--- src/rtl/vault_ctrl.sv ---
// Vault controller: arbitrates store/retrieve requests, drives an external cipher engine,
// and keeps a small table of encrypted {code, key} entries with a failed-retrieve lockout.
module vault_ctrl #(
  parameter int unsigned ENTRIES = 10,
  parameter int unsigned TMO     = 255
) (
  input  logic        msclk,
  input  logic        rst,
  input  logic        st_req,
  input  logic        rt_req,
  input  logic [7:0]  key,
  input  logic [79:0] code_in,
  output logic        eng_start,
  output logic        eng_mode,
  output logic [7:0]  eng_key,
  output logic [79:0] eng_data,
  input  logic        eng_done,
  input  logic [79:0] eng_result,
  output logic        st_ack,
  output logic        rt_ack,
  output logic [79:0] code_out,
  output logic        result_ok,
  output logic [1:0]  fail_cnt,
  output logic        locked,
  output logic [3:0]  count
);

  localparam int unsigned     TmoW     = (TMO > 2) ? $clog2(TMO) : 1;
  localparam logic [3:0]      EntriesC = 4'(ENTRIES);
  localparam logic [TmoW-1:0] TmoLast  = TmoW'(TMO - 1);

  typedef enum logic [2:0] {StIdle, StMatch, StIssue, StWait, StDone, StLock} state_e;

  state_e          state_q, state_d;
  logic [7:0]      key_q, key_d;
  logic [79:0]     code_q, code_d;
  logic            op_rt_q, op_rt_d;
  logic            last_rt_q, last_rt_d;
  logic            mode_q, mode_d;
  logic [3:0]      count_q, count_d;
  logic [1:0]      fail_q, fail_d;
  logic [79:0]     out_q, out_d;
  logic            ok_q, ok_d;
  logic [TmoW-1:0] tmo_q, tmo_d;
  logic            grant_rt;
  logic            wr_en;
  logic            hit;

  logic [79:0] tbl_code_q [ENTRIES];
  logic [7:0]  tbl_key_q  [ENTRIES];

  // Only entries below count are live, so stale table contents never match.
  always_comb begin
    hit = 1'b0;
    for (int i = 0; i < ENTRIES; i++) begin
      if (4'(i) < count_q && tbl_code_q[i] == code_q && tbl_key_q[i] == key_q) begin
        hit = 1'b1;
      end
    end
  end

  always_comb begin
    state_d   = state_q;
    key_d     = key_q;
    code_d    = code_q;
    op_rt_d   = op_rt_q;
    last_rt_d = last_rt_q;
    mode_d    = mode_q;
    count_d   = count_q;
    fail_d    = fail_q;
    out_d     = out_q;
    ok_d      = ok_q;
    tmo_d     = tmo_q;
    grant_rt  = 1'b0;
    wr_en     = 1'b0;
    unique case (state_q)
      StIdle: begin
        if (st_req || rt_req) begin
          // On contention grant whichever side did not win last time.
          grant_rt  = rt_req && (!st_req || !last_rt_q);
          key_d     = key;
          code_d    = code_in;
          op_rt_d   = grant_rt;
          last_rt_d = grant_rt;
          mode_d    = grant_rt;
          if (grant_rt) begin
            state_d = StMatch;
          end else if (count_q < EntriesC) begin
            state_d = StIssue;
          end else begin
            state_d = StDone;
            ok_d    = 1'b0;
          end
        end
      end
      StMatch: begin
        if (hit) begin
          state_d = StIssue;
        end else begin
          state_d = StDone;
          out_d   = '0;
          ok_d    = 1'b0;
          fail_d  = fail_q + 2'd1;
        end
      end
      StIssue: begin
        state_d = StWait;
        tmo_d   = '0;
      end
      StWait: begin
        if (eng_done) begin
          state_d = StDone;
          out_d   = eng_result;
          ok_d    = 1'b1;
          if (op_rt_q) begin
            fail_d = 2'd0;
          end else begin
            wr_en   = 1'b1;
            count_d = count_q + 4'd1;
          end
        end else if (tmo_q == TmoLast) begin
          state_d = StDone;
          out_d   = '0;
          ok_d    = 1'b0;
        end else begin
          tmo_d = tmo_q + 1'b1;
        end
      end
      StDone:  state_d = (fail_q == 2'd3) ? StLock : StIdle;
      StLock:  state_d = StLock;
      default: state_d = StIdle;
    endcase
  end

  always_ff @(posedge msclk or posedge rst) begin
    if (rst) begin
      state_q   <= StIdle;
      key_q     <= '0;
      code_q    <= '0;
      op_rt_q   <= 1'b0;
      last_rt_q <= 1'b1;
      mode_q    <= 1'b0;
      count_q   <= '0;
      fail_q    <= '0;
      out_q     <= '0;
      ok_q      <= 1'b0;
      tmo_q     <= '0;
    end else begin
      state_q   <= state_d;
      key_q     <= key_d;
      code_q    <= code_d;
      op_rt_q   <= op_rt_d;
      last_rt_q <= last_rt_d;
      mode_q    <= mode_d;
      count_q   <= count_d;
      fail_q    <= fail_d;
      out_q     <= out_d;
      ok_q      <= ok_d;
      tmo_q     <= tmo_d;
    end
  end

  always_ff @(posedge msclk or posedge rst) begin
    if (rst) begin
      for (int i = 0; i < ENTRIES; i++) begin
        tbl_code_q[i] <= '0;
        tbl_key_q[i]  <= '0;
      end
    end else if (wr_en) begin
      for (int i = 0; i < ENTRIES; i++) begin
        if (4'(i) == count_q) begin
          tbl_code_q[i] <= eng_result;
          tbl_key_q[i]  <= key_q;
        end
      end
    end
  end

  assign eng_start = (state_q == StIssue);
  assign eng_mode  = mode_q;
  assign eng_key   = key_q;
  assign eng_data  = code_q;
  assign st_ack    = (state_q == StDone) && !op_rt_q;
  assign rt_ack    = (state_q == StDone) && op_rt_q;
  assign code_out  = out_q;
  assign result_ok = ok_q;
  assign fail_cnt  = fail_q;
  assign locked    = (state_q == StLock);
  assign count     = count_q;

endmodule

--- config.mk ---
export PLATFORM = sky130hd
export DESIGN_NAME = vault_ctrl
export DESIGN_NICKNAME = d
export VERILOG_FILES = /design/src/rtl/vault_ctrl.sv
export SDC_FILE = /design/constraint.sdc
export NUM_CORES = 2
export LEC_CHECK = 0
export CAP_MARGIN = 20
export CORE_MARGIN = 3
export CORE_UTILIZATION = 30
export DETAILED_ROUTE_END_ITERATION = 16
export GPL_TIMING_DRIVEN = 0
export HOLD_SLACK_MARGIN = 0.12
export SYNTH_ARGS = -nofsm -noshare
export SYNTH_HDL_FRONTEND = slang
export SYNTH_SLANG_ARGS = --single-unit
--- constraint.sdc ---
create_clock -name msclk -period 118.1 [get_ports msclk]
set_input_delay 23.62 -clock msclk [delete_from_list [all_inputs] [get_ports msclk]]
set_output_delay 23.62 -clock msclk [all_outputs]
set_load 0.1 [all_outputs]
# After elaboration in Yosys (flattened, before gate mapping)
# Cells that the tools add are included.
# op_classes
bitwise,1
n_mux,39
add_sub_neg,3
n_reduce_logical,50
eq_ne,45
magnitude_cmp,11
# op_table
cell,n
== test 80 bit,10
2-to-1 mux 80 bit,3
one-hot mux 80 bit (2 select lines),1
== test 8 bit,10
AND reduction 2 bit,12
logical AND 1 bit,23
2-to-1 mux 3 bit,7
2-to-1 mux 1 bit,19
one-hot mux 3 bit (6 select lines),1
== test 3 x 4 -> 1 bit (first input constant),4
< comparator 3 x 4 -> 1 bit (first input constant),4
2-to-1 mux 8 bit,2
!= test 2 bit (second input constant),8
one-hot mux 8 bit (2 select lines),1
AND reduction 3 bit,3
adder 8 x 1 -> 8 bit (second input constant),1
== test 2 x 4 -> 1 bit (first input constant),2
== test 4 bit (first input constant),2
== test 8 bit (second input constant),1
< comparator 1 x 4 -> 1 bit (first input constant),2
< comparator 2 x 4 -> 1 bit (first input constant),2
< comparator 4 bit (first input constant),2
== test 3 x 2 -> 1 bit (second input constant),2
== test 3 bit (second input constant),2
19 further kinds,25
# word_totals
output_inout_bits,180
in_bits,173
reg_bits,1068
elab_cells,179

# Depth between registers and ports, before layout
# logic_depth
word_depth,15
ltp_mapped,10
mapped_depth_nobuf,9

# Least setup slack after synthesis
# OpenSTA, ideal clock, no wires.
# synth_timing
kind,register -> output
start,"register, netlist name eng_mode"
end,output rt_ack
path_buffers,0
t_required_ns,94.480
stages_incl_launch_ff,3
arrival_time_ns,3.277
path_slack_ns,91.203
path_cell_list,dfrtp_1 inv_1 nor3_1
# synth_lines
element,line_no,rtl
to (decl),20,"output logic rt_ack,"

# Worst setup path in the final report
# layout_timing
start,input eng_done
end,register tbl_code_q[264] (netlist name)
# layout_between
elab_chain_cells,3
# layout_lines
element,line_no,rtl
from (decl),17,"input logic eng_done,"
2-to-1 mux 1 bit,111,if (eng_done) begin
2-to-1 mux 1 bit,76,unique case (state_q)
AND reduction 2 bit (no source line),-,
"to (signal, indexed assignment)",172,tbl_code_q[i] <= eng_result;
to (decl),49,logic [79:0] tbl_code_q [ENTRIES];
# Every way passes these cells.
# A chain may end at the register's enable or synchronous reset.

==> metrics.txt <==
RSZ-0062 raised after global routing no; Setup CP Type in2reg; first-pass detailed-route iteration total 5; initial antenna violation count 43; Clock Pin Slew Worst Setup and Hold Paths 0.06 ns; FF+latch count, synth 1068; Num CTS Buffers 121; static leakage 0.0289 uW; Yosys top cell area share 0.524; IO Count 353; biggest area consumer among synthesized cells dfrtp_1; Hold Violations, Final 0; Post-CTS Resized 0; adder-cell share of the synthesized area 0.00147; Reg power frac 0.287; final WL 285 mm; max_cap viols 0; WP data required 118.74 ns; period utilization 0.229; Post-Layout Cell Count 7021; die height 418 um; setup violators final 0; die area 175000 um^2; area grow syn2layout 23.3%; crit path DAT 27.69 ns; CTS tree done; worst slew pin tran 1.38 ns; Post-Synth XOR/XNOR Area 0.130; pins over their slew limit 0; most frequent cells in the layout dfrtp_1, mux2_2, xnor2_1; CP max stage delay 0.94 ns; end-of-flow core utilization 0.374; Seq/Total Area, Yosys 0.525; most frequent CP cell clkbuf_1; CTS root buf clkbuf_16; number of remaining DRC errors 0; area of the multi-input gates 22500 um^2; Final Instance Area 62800 um^2; flop-to-flop setup slack 112.64 ns; Antenna Nets Post-Route 0; mux share of post-synthesis cell area 0.193; CP max stage cell clkbuf_1; switching power 980 uW; filler cell count 16378; Syn Nets 4309; number of placement rows 150; Internal 958 uW; GR Overflow Total 0; post-DR vias/cell 5.62; Syn. warnings 0; CTS max path bufs 3; outcome completed; Core Area 168000 um^2; largest net degree at the start of global routing 122; Post-synth ARST share 1.00; Buffers & Inverters on Critical Path 5; crit end category register; Post-synth EDFFs 0; Total GRT Usage 0.321; Synth cell types 68; clock share of power 0.204; cell area after synthesis 50900 um^2; placer congestion estimate 1.06; vias in the first global route 37837; Reg area 26700 um^2; Crit path max-delay family buffers and inverters; Starting Density 0.303; Syn Area/Cell 12.3 um^2; Startpoint Class primary input; commonest non-fill, non-tap cell in the layout dfrtp_1; worst-path maximum fanout 10; first-pass GRT wire length 369 mm; Post-Synthesis Cells 4130; CP Cell Sequence clkdlybuf4s50_1 -> nand3_1 -> nor2_1 -> and3_1 -> clkbuf_1 -> clkbuf_1 -> clkbuf_1 -> buf_8 -> mux2_2; HP Class reg2reg; Tmin final 27.04 ns; slew margin rel. 0.0694; largest family of logic cells by synthesized area multiplexers; peak supply drop 16.4 uV; top cells by area, synth dfrtp_1, mux2_2, xnor2_1; Logic pwr share 0.508; DR WL/cell 40.6 um; Initial DRC Count 5254; # Post-CTS Setup Buffers 0; Synth Flop Type dfrtp_1; hold_buf cts 0; Synth Area in Simple Gates 0.0695; Die W 418 um; Fmax 37.0 MHz; Inst Count DP 6758; Final HPWL DP 212 mm; clk sinks 1068; sw frac 0.506; clock latency on the worst-skew pair 0.80 ns; placed cell area 58500 um^2; total negative slack 0 ns; Port-buffer cells 352; Pwr Density 30.9 nW/um^2; H-Tree Depth 3; skew final 0.0386 ns; detailed-route via count 39467; share of layout cells above drive strength 1 0.290; nets 4868; Synth Area in Compound Gates 0.0465; total power 1940 uW
[final timing paths]
kind,from,end,cells after the start
setup / recovery,eng_done,tbl_code_q[264]$_DFFE_PP0P_,9
hold / removal,tbl_key_q[53]$_DFFE_PP0P_,tbl_key_q[53]$_DFFE_PP0P_,2
setup reg to reg,eng_data[22]$_DFFE_PP0P_,code_out[27]$_DFFE_PP0P_,12
hold reg to reg,tbl_key_q[53]$_DFFE_PP0P_,tbl_key_q[53]$_DFFE_PP0P_,2
max in group asynchronous,rst,code_out[44]$_DFFE_PP0P_,5
min in group asynchronous,rst,code_out[8]$_DFFE_PP0P_,2
[registers in the layout (all words and copies together), names as in the netlist]
register and flops:
eng_key 8, eng_data 80, state_q 3, result_ok 1
tbl_key_q 80, tmo_q 8, last_rt_q 1, count 4
tbl_code_q 800, fail_cnt 2, code_out 80, eng_mode 1
[power by group through the flow]
stage	Sequential, uW	Combinational (uW)	Clock, uW
floorplan	713	367	0
global placement	560	943	0
detailed placement	560	954	0
CTS	554	958	396
global route	565	990	412
finish	557	986	396
[area by class of cell]
cell class,instances,share of cell area
sequential,1068,0.426
multi-input combinational,2646,0.358
timing repair buffer,436,0.0776
clock buffer,190,0.0575
tap,2204,0.0439
buffer,324,0.0232
clock inverter,34,0.00702
inverter,92,0.00566
antenna,27,0.00108
[layer usage]
metal	part of all wire	wire length (um)	global-route usage
met5	0.00019	54	0
met4	0.093	26400	0.244
met3	0.10	29000	0.0917
met2	0.42	121000	0.468
met1	0.38	109000	0.400
[tightest hold or removal path, delay by kind of cell, from the launching register on]
kind	cells	cell delay [ns]
compound gates	1	0.06
flops	1	0.36
simple gates	1	0.05
[cell usage after synthesis, drive strengths merged, types with 32 or more instances]
library cell,instances
nor4,119
mux2,872
nand2b,32
inv,91
xnor2,415
o21ai,185
nand2,284
nor2b,36
nand4,129
clkbuf,219
xor2,343
dfrtp,1067
buf,105
o22ai,34
[through the flow]
step                      hold slack, ns  worst slack (ns)
after floorplan                    0.469             64.42
final                              0.503             91.06
after global routing               0.512             91.07
after CTS                          0.503             90.83
after global placement             0.482             49.10
after detailed placement           0.490             90.01
[cells by family after synthesis]
group | after synthesis
mux | 872
xor+xnor | 758
flops | 1068
compound gates | 325
simple gates | 685
fa+ha+maj | 6
buf+inv | 416
No activity file was read; power rests on OpenSTA's default activity.
